## src/rtl/bft_leaf_tx_pkg.sv

```systemverilog
// ---------------------------------------------------------------------------
// bft_leaf_tx_pkg
// Shared packet and direction constants for the butterfly-fat-tree leaf and
// switch blocks. Every block that builds or parses a tree packet takes the
// valid/VOID bit value and the field offsets from here, so the packet layout
// only has to change in one place.
//
// Packet layout (p_sz bits):
//   [p_sz-1]              valid bit (PKT_VALID) or VOID (PKT_VOID)
//   [p_sz-2:payload_sz]   destination leaf address
//   [payload_sz-1:0]      payload
// ---------------------------------------------------------------------------
package bft_leaf_tx_pkg;

  // Port directions used by the switches when routing a packet.
  typedef enum logic [1:0] {
    DIR_LEFT  = 2'd0,
    DIR_RIGHT = 2'd1,
    DIR_UP    = 2'd2,
    DIR_NONE  = 2'd3
  } dir_e;

  // Value of the top bit for a real packet versus an idle link.
  localparam logic PKT_VALID = 1'b1;
  localparam logic PKT_VOID  = 1'b0;

  // Width of the inter-packet gap counter; it covers gaps of 0..15 cycles.
  localparam int GAP_W = 4;

  // Bit position of the valid flag inside a packet of width pSz.
  function automatic int validPos(input int pSz);
    return pSz - 1;
  endfunction

  // Lowest bit of the destination field; the payload sits directly below it.
  function automatic int destLsb(input int payloadSz);
    return payloadSz;
  endfunction

endpackage

```

## src/rtl/bft_leaf_tx_fifo.sv

```systemverilog
// ---------------------------------------------------------------------------
// sync_fifo
// Single-clock FIFO with a show-ahead output: dout always presents the head
// entry, and rd_en pops it on the rising edge.
//
// Ports:
//   clk    - clock, all state changes on the rising edge
//   reset  - synchronous active-low reset, empties the FIFO
//   wr_en  - write din on this edge (ignored when full)
//   din    - entry to write
//   rd_en  - pop the head entry on this edge (ignored when empty)
//   dout   - current head entry (meaningless while empty)
//   full   - depth entries held
//   empty  - no entries held
// ---------------------------------------------------------------------------
module sync_fifo
  import bft_leaf_tx_pkg::*;
#(
  parameter int width = 8,
  parameter int depth = 4
) (
  input  logic             clk,
  input  logic             reset,
  input  logic             wr_en,
  input  logic [width-1:0] din,
  input  logic             rd_en,
  output logic [width-1:0] dout,
  output logic             full,
  output logic             empty
);

  localparam int AW = $clog2(depth);

  // Pointers carry one bit beyond the address: equal pointers mean empty,
  // pointers differing only in that top bit mean full.
  logic [AW:0]      wrPtr_q, wrPtr_d;
  logic [AW:0]      rdPtr_q, rdPtr_d;
  logic [width-1:0] mem_q [depth];
  logic             doWrite;
  logic             doRead;

  // Occupancy flags and the guarded write/read strobes.
  always_comb begin
    empty   = (wrPtr_q == rdPtr_q);
    full    = (wrPtr_q[AW] != rdPtr_q[AW]) && (wrPtr_q[AW-1:0] == rdPtr_q[AW-1:0]);
    doWrite = wr_en && !full;
    doRead  = rd_en && !empty;
    dout    = mem_q[rdPtr_q[AW-1:0]];
  end

  // Pointer advance; the power-of-two depth makes wrap-around free.
  always_comb begin
    wrPtr_d = wrPtr_q;
    rdPtr_d = rdPtr_q;
    if (doWrite) wrPtr_d = wrPtr_q + 1'b1;
    if (doRead)  rdPtr_d = rdPtr_q + 1'b1;
  end

  // Pointer registers; reset discards everything queued.
  always_ff @(posedge clk) begin
    if (!reset) begin
      wrPtr_q <= '0;
      rdPtr_q <= '0;
    end else begin
      wrPtr_q <= wrPtr_d;
      rdPtr_q <= rdPtr_d;
    end
  end

  // Storage needs no reset: empty pointers hide any stale contents.
  always_ff @(posedge clk) begin
    if (doWrite) mem_q[wrPtr_q[AW-1:0]] <= din;
  end

endmodule

```

## src/rtl/bft_leaf_tx.sv

```systemverilog
// ---------------------------------------------------------------------------
// bft_leaf_tx
// Injection side of a butterfly-fat-tree leaf. User beats are queued in a
// small FIFO and launched into the tree one packet per cycle at most,
// honouring link back-pressure (stall_i) and a minimum idle gap between
// packets. Beats addressed to this leaf itself are dropped and counted.
//
// Ports:
//   clk         - clock, rising edge
//   reset       - synchronous active-low reset
//   din_valid   - user beat offered
//   din_ready   - FIFO has room (low while reset is asserted)
//   din_dest    - destination leaf address of the beat
//   din_payload - beat payload
//   stall_i     - tree link cannot take a packet this cycle
//   bus_o       - registered packet to the tree, all zeros when idle
//   drop_cnt    - saturating count of self-addressed beats dropped
// ---------------------------------------------------------------------------
module bft_leaf_tx
  import bft_leaf_tx_pkg::*;
#(
  parameter int num_leaves = 2,
  parameter int payload_sz = 1,
  parameter int addr       = 0,
  parameter int fifo_depth = 4,
  parameter int min_gap    = 0,
  parameter int p_sz       = 1 + $clog2(num_leaves) + payload_sz
) (
  input  logic                          clk,
  input  logic                          reset,
  input  logic                          din_valid,
  output logic                          din_ready,
  input  logic [$clog2(num_leaves)-1:0] din_dest,
  input  logic [payload_sz-1:0]         din_payload,
  input  logic                          stall_i,
  output logic [p_sz-1:0]               bus_o,
  output logic [7:0]                    drop_cnt
);

  localparam int                DEST_W    = $clog2(num_leaves);
  localparam int                ENTRY_W   = DEST_W + payload_sz;
  localparam int                VALID_POS = validPos(p_sz);
  localparam int                DEST_LSB  = destLsb(payload_sz);
  localparam logic [DEST_W-1:0] OWN_ADDR  = DEST_W'(addr);
  localparam logic [GAP_W-1:0]  GAP_LOAD  = GAP_W'(min_gap);

  logic               fifoFull;
  logic               fifoEmpty;
  logic [ENTRY_W-1:0] fifoDout;
  logic               accept;
  logic               selfBeat;
  logic               push;
  logic               launch;
  logic [GAP_W-1:0]   gapCnt_q, gapCnt_d;
  logic [7:0]         dropCnt_q, dropCnt_d;
  logic [p_sz-1:0]    bus_q, bus_d;

  sync_fifo #(
    .width (ENTRY_W),
    .depth (fifo_depth)
  ) u_fifo (
    .clk   (clk),
    .reset (reset),
    .wr_en (push),
    .din   ({din_dest, din_payload}),
    .rd_en (launch),
    .dout  (fifoDout),
    .full  (fifoFull),
    .empty (fifoEmpty)
  );

  // Handshake and launch decision. Ready depends only on occupancy (and is
  // forced low while reset is held); a launch is also blocked on the edge
  // that samples reset low so nothing escapes a mid-operation reset.
  always_comb begin
    din_ready = reset && !fifoFull;
    accept    = din_valid && din_ready;
    selfBeat  = (din_dest == OWN_ADDR);
    push      = accept && !selfBeat;
    launch    = reset && !fifoEmpty && !stall_i && (gapCnt_q == '0);
  end

  // Next state for the gap counter, drop counter and packet register.
  // The gap counter keeps running down while the link is stalled.
  always_comb begin
    gapCnt_d  = gapCnt_q;
    dropCnt_d = dropCnt_q;
    bus_d     = '0;
    if (launch) begin
      gapCnt_d = GAP_LOAD;
    end else if (gapCnt_q != '0) begin
      gapCnt_d = gapCnt_q - 1'b1;
    end
    if (accept && selfBeat && (dropCnt_q != 8'hFF)) begin
      dropCnt_d = dropCnt_q + 8'd1;
    end
    if (launch) begin
      bus_d[VALID_POS]            = PKT_VALID;
      bus_d[VALID_POS-1:DEST_LSB] = fifoDout[ENTRY_W-1:payload_sz];
      bus_d[DEST_LSB-1:0]         = fifoDout[payload_sz-1:0];
    end
  end

  // State registers; reset returns the link to VOID and clears counters.
  always_ff @(posedge clk) begin
    if (!reset) begin
      gapCnt_q  <= '0;
      dropCnt_q <= '0;
      bus_q     <= {p_sz{PKT_VOID}};
    end else begin
      gapCnt_q  <= gapCnt_d;
      dropCnt_q <= dropCnt_d;
      bus_q     <= bus_d;
    end
  end

  assign bus_o    = bus_q;
  assign drop_cnt = dropCnt_q;

endmodule
```

## config.mk

```make
export PLATFORM = sky130hd
export DESIGN_NAME = bft_leaf_tx
export DESIGN_NICKNAME = d
export VERILOG_FILES = /design/src/rtl/bft_leaf_tx_pkg.sv /design/src/rtl/bft_leaf_tx_fifo.sv /design/src/rtl/bft_leaf_tx.sv
export SDC_FILE = /design/constraint.sdc
export NUM_CORES = 1
export LEC_CHECK = 0
export ABC_AREA = 1
export CORE_MARGIN = 2
export CORE_UTILIZATION = 50
export CTS_BUF_LIST = sky130_fd_sc_hd__clkbuf_16
export DETAILED_ROUTE_END_ITERATION = 7
export DONT_BUFFER_PORTS = 1
export PLACE_DENSITY = 0.72
export SYNTH_ARGS = -nofsm -noshare
export SYNTH_HDL_FRONTEND = slang
export SYNTH_SLANG_ARGS = --single-unit
export TNS_END_PERCENT = 5
```

## constraint.sdc

```tcl
create_clock -name clk -period 1.4 [get_ports clk]
set_clock_uncertainty 0.15 [all_clocks]
set_input_delay 0.28 -clock clk [delete_from_list [all_inputs] [get_ports clk]]
set_output_delay 0.28 -clock clk [all_outputs]
set_load 0.005 [all_outputs]
```

==> impl_metrics.prom <==
# TYPE chip_impl_metric gauge
chip_impl_info{name="ctsRootBufferMaster",value="clkbuf_16"} 1
chip_impl_metric{name="num_antenna_cells",unit=""} 0
chip_impl_metric{name="detailed_placer_s_ending_hpwl",unit="mm"} 2.40
chip_impl_metric{name="cts-buffers-inserted",unit=""} 5
chip_impl_metric{name="area_growth_syn_to_layout",unit="%"} 49.9
chip_impl_metric{name="placed_instance_area",unit="mm2"} 0.00173
chip_impl_metric{name="fin_crit",unit="ns"} 1.56
chip_impl_metric{name="worst_ep_required_time",unit="ns"} 0.97
chip_impl_metric{name="comb_power_share",unit="%"} 26.9
chip_impl_metric{name="maxSlewHeadroom",unit="%"} 73.7
chip_impl_metric{name="netlist-cell-type-count",unit=""} 21
chip_impl_metric{name="nNetsFinal",unit=""} 245
chip_impl_metric{name="post-route-util",unit="%"} 79.4
chip_impl_info{name="failed_checks",value="setup timing"} 1
chip_impl_metric{name="floorplan.core_area",unit="mm2"} 0.00276
chip_impl_metric{name="insertion_delay",unit="ns"} 0.28
chip_impl_metric{name="yosysTopAreaCellShare",unit="%"} 31.5
chip_impl_metric{name="avgSynthCellArea",unit="um2"} 7.81
chip_impl_metric{name="power_switching_share",unit="%"} 29.1
chip_impl_info{name="tritoncts",value="built"} 1
chip_impl_metric{name="vdd.ir_drop.worst",unit="mV"} 1.49
chip_impl_metric{name="synth_compound_gate_area_share",unit="%"} 6.51
chip_impl_metric{name="power.sequential.fraction",unit="%"} 35.7
chip_impl_metric{name="arrival",unit="ns"} 1.13
chip_impl_metric{name="pwr-share-clk",unit="%"} 37.5
chip_impl_info{name="synth.area.top_cells",value="dfxtp_1, edfxtp_1, nand2_1"} 1
chip_impl_info{name="worst-setup-path-type",value="reg2out"} 1
chip_impl_metric{name="grt_max_degree",unit=""} 11
chip_impl_metric{name="syn_nets",unit=""} 201
chip_impl_metric{name="mux_share_of_post_synthesis_cell_area",unit="%"} 0
chip_impl_metric{name="routed_wire_length",unit="mm"} 4.05
chip_impl_metric{name="hold_violation_count_in_the_final_report",unit=""} 0
chip_impl_metric{name="power",unit="uW"} 3040
chip_impl_metric{name="placement.io_buffers",unit=""} 0
chip_impl_info{name="status",value="finished with violations"} 1
chip_impl_metric{name="initial_standard_cell_utilization_of_the_core",unit="%"} 52.9
chip_impl_metric{name="num_io_pins",unit=""} 18
chip_impl_metric{name="pre_cts_slack",unit="ns"} -0.137
chip_impl_metric{name="grt_remaining_overflow",unit=""} 0
chip_impl_metric{name="ys_ff_latch",unit=""} 31
chip_impl_metric{name="post-route-drc-count",unit=""} 0
chip_impl_metric{name="drive_above_1_share",unit="%"} 45.3
chip_impl_metric{name="switchingPower",unit="uW"} 885
chip_impl_metric{name="firstDrtPassIters",unit=""} 6
chip_impl_metric{name="die_w",unit="um"} 58.0
chip_impl_metric{name="stdcell_area",unit="mm2"} 0.00219
chip_impl_metric{name="grt_pass1_vias",unit=""} 1400
chip_impl_metric{name="intPower",unit="uW"} 2150
chip_impl_metric{name="yosysSeqAreaShare",unit="%"} 48.0
chip_impl_metric{name="gr-usage-all-layers",unit="%"} 23.8
chip_impl_metric{name="routedWlPerCell",unit="um"} 15.4
chip_impl_metric{name="cts_num_sinks",unit=""} 31
chip_impl_metric{name="pwr_density_cell",unit="mW/mm2"} 1390
chip_impl_metric{name="finalHoldWorstSlack",unit="ns"} 0.0378
chip_impl_metric{name="die-area",unit="mm2"} 0.00337
chip_impl_metric{name="die_height",unit="um"} 58.0
chip_impl_info{name="min_path_type",value="in2reg"} 1
chip_impl_metric{name="detail_route.vias_per_cell",unit=""} 5.52
chip_impl_metric{name="worst_pin_slew",unit="ns"} 0.394
chip_impl_metric{name="clkSlewWorstSetupHoldPaths",unit="ns"} 0.05
chip_impl_metric{name="synth.cell_area",unit="mm2"} 0.00146
chip_impl_metric{name="cts_htree_levels",unit=""} 2
chip_impl_metric{name="antenna_found_initial",unit=""} 0
chip_impl_metric{name="num_rows",unit=""} 19
chip_impl_metric{name="final_period_utilization",unit="%"} 111
chip_impl_metric{name="setup_viol",unit=""} 30
chip_impl_info{name="rsz0062_at_grt",value="true"} 1
chip_impl_metric{name="post_synth_inst_count",unit=""} 187
chip_impl_metric{name="static_leak",unit="uW"} 0.000925
chip_impl_metric{name="max_cap_violations",unit=""} 0
chip_impl_metric{name="maxSlewViolCount",unit=""} 0
chip_impl_metric{name="synthesis.yosys.warnings",unit=""} 0
chip_impl_info{name="worst_setup_path_start_kind",value="flip-flop"} 1
chip_impl_info{name="yosys.area.top_type",value="dfxtp_1"} 1
chip_impl_metric{name="synth-xor-area-share",unit="%"} 2.40
chip_impl_metric{name="grt_pass1_wl",unit="mm"} 5.87
chip_impl_metric{name="via_count",unit=""} 1453
chip_impl_metric{name="final_gp_congestion",unit=""} 0.877
chip_impl_metric{name="cp_max_fo",unit=""} 3
chip_impl_metric{name="number_of_nets_with_antenna_violations_after_routing",unit=""} 0
chip_impl_metric{name="max_freq",unit="MHz"} 641
chip_impl_info{name="worstSetupEndpointType",value="output port"} 1
chip_impl_metric{name="simple_logic_cell_fraction_of_the_synthesized_area",unit="%"} 28.5
chip_impl_metric{name="drtIter0Drc",unit=""} 22
chip_impl_metric{name="cts_buffer_depth",unit=""} 2
chip_impl_info{name="synth_top_family_by_area",value="simple AND/OR/NAND/NOR gates"} 1
chip_impl_metric{name="synth_fa_ha_area_share",unit="%"} 6.86
chip_impl_metric{name="postLayoutSetupSlackWorst",unit="ns"} -0.160
synth_stat cells, drive strengths merged:
library cell and n:
xor2 1, a21oi 13, nor3 5, inv 26, xnor2 3, buf 1
or2 1, nand2 38, nand4 4, o21ai 6, edfxtp 8, nor2 38
nand3 11, ha 8, clkbuf 1, dfxtp 23
path summary, 6_finish.rpt:
| path | to | startpoint | slack (ns) | cells past startpoint |
|---|---|---|---|---|
| max reg2reg | drop_cnt[1]$_SDFFE_PN0P_ | u_fifo.wrPtr_q[2]$_SDFFE_PN0P_ | -0.14 | 11 |
| min reg2reg | u_fifo.rdPtr_q[1]$_SDFFE_PN0P_ | u_fifo.rdPtr_q[1]$_SDFFE_PN0P_ | 0.37 | 2 |
| max | din_ready | u_fifo.rdPtr_q[1]$_SDFFE_PN0P_ | -0.16 | 7 |
| min | u_fifo.rdPtr_q[1]$_SDFFE_PN0P_ | reset | 0.04 | 2 |
what timing repair did:
item	4_1_cts	5_1_grt
hold buffers	3	0
pin swaps	7	21
endpoints found under the hold margin	16	0
setup buffers	4	2
gates resized for setup	14	52
setup endpoints to repair	29	31
cell type report:
| cell class | count | area, um2 |
|---|---|---|
| inverter | 26 | 97.6 |
| tap | 31 | 38.8 |
| timing repair buffer | 39 | 338 |
| clock inverter | 2 | 8.76 |
| sequential | 31 | 713 |
| fill | 167 | 569 |
| multi-input combinational | 128 | 842 |
| clock buffer | 6 | 150 |
registers in the layout, summed over array words and instances (netlist names), named ones only:
signal,flops
gapCnt_q,4
bus_o,3
u_fifo.wrPtr_q,3
drop_cnt,8
u_fifo.mem_q,8
u_fifo.rdPtr_q,3
metal layers:
metal / vias up / global-route usage, % / part of all wire, % / routed length [um]
met5: - / 0 / 0 / 0
met4: 0 / 11.0 / 2.2 / 88
met3: 14 / 7.81 / 4.0 / 163
met2: 42 / 46.9 / 54 / 2170
met1: 710 / 21.4 / 40 / 1630
li1: 687 / - / - / -
worst max-delay path: stages, from the launching register on:
cell	delay, ns
dfxtp_2	0.33
inv_2	0.07
nand2_2	0.07
nand2_4	0.08
nand3_4	0.08
buf_6	0.13
nand2_2	0.05
inv_2	0.04
per-stage QoR:
| step | std cells | TNS [ns] |
|---|---|---|
| finish | 263 | -2.42 |
| global route | 263 | -4.41 |
| CTS | 261 | -1.79 |
| detailed placement | 246 | -1.75 |
| global placement | 246 | -0.589 |
| floorplan | 187 | -0.553 |
power by group through the flow:
stage	sequential (uW)	combinational [uW]	clock, uW
after floorplan	1090	353	0
after global placement	1090	592	0
after detailed placement	1100	636	0
after CTS	1080	693	1150
after global routing	1090	895	1180
final	1080	816	1140
cells by family (layout without fill, tap and decap cells):
family                     after synthesis  in the layout
buffers and inverters                   28             73
and+or+nand+nor                         97             97
AOI/OAI and AO/OA                       19             19
DFF                                     31             31
xor gates and xnor gates                 4              4
adders and majority gates                8              8
layout by cell type (no fill, tap or decap), drive strengths merged:
master and instances:
nor3 5, dlygate4sd3 3, clkbuf 6, clkinv 2, ha 8, edfxtp 8
nand3 11, xor2 1, nor2 38, inv 26, or2 1, o21ai 6
buf 36, xnor2 3, a21oi 13, nand4 4, nand2 38, dfxtp 23
No activity file was read; power rests on OpenSTA's default activity.
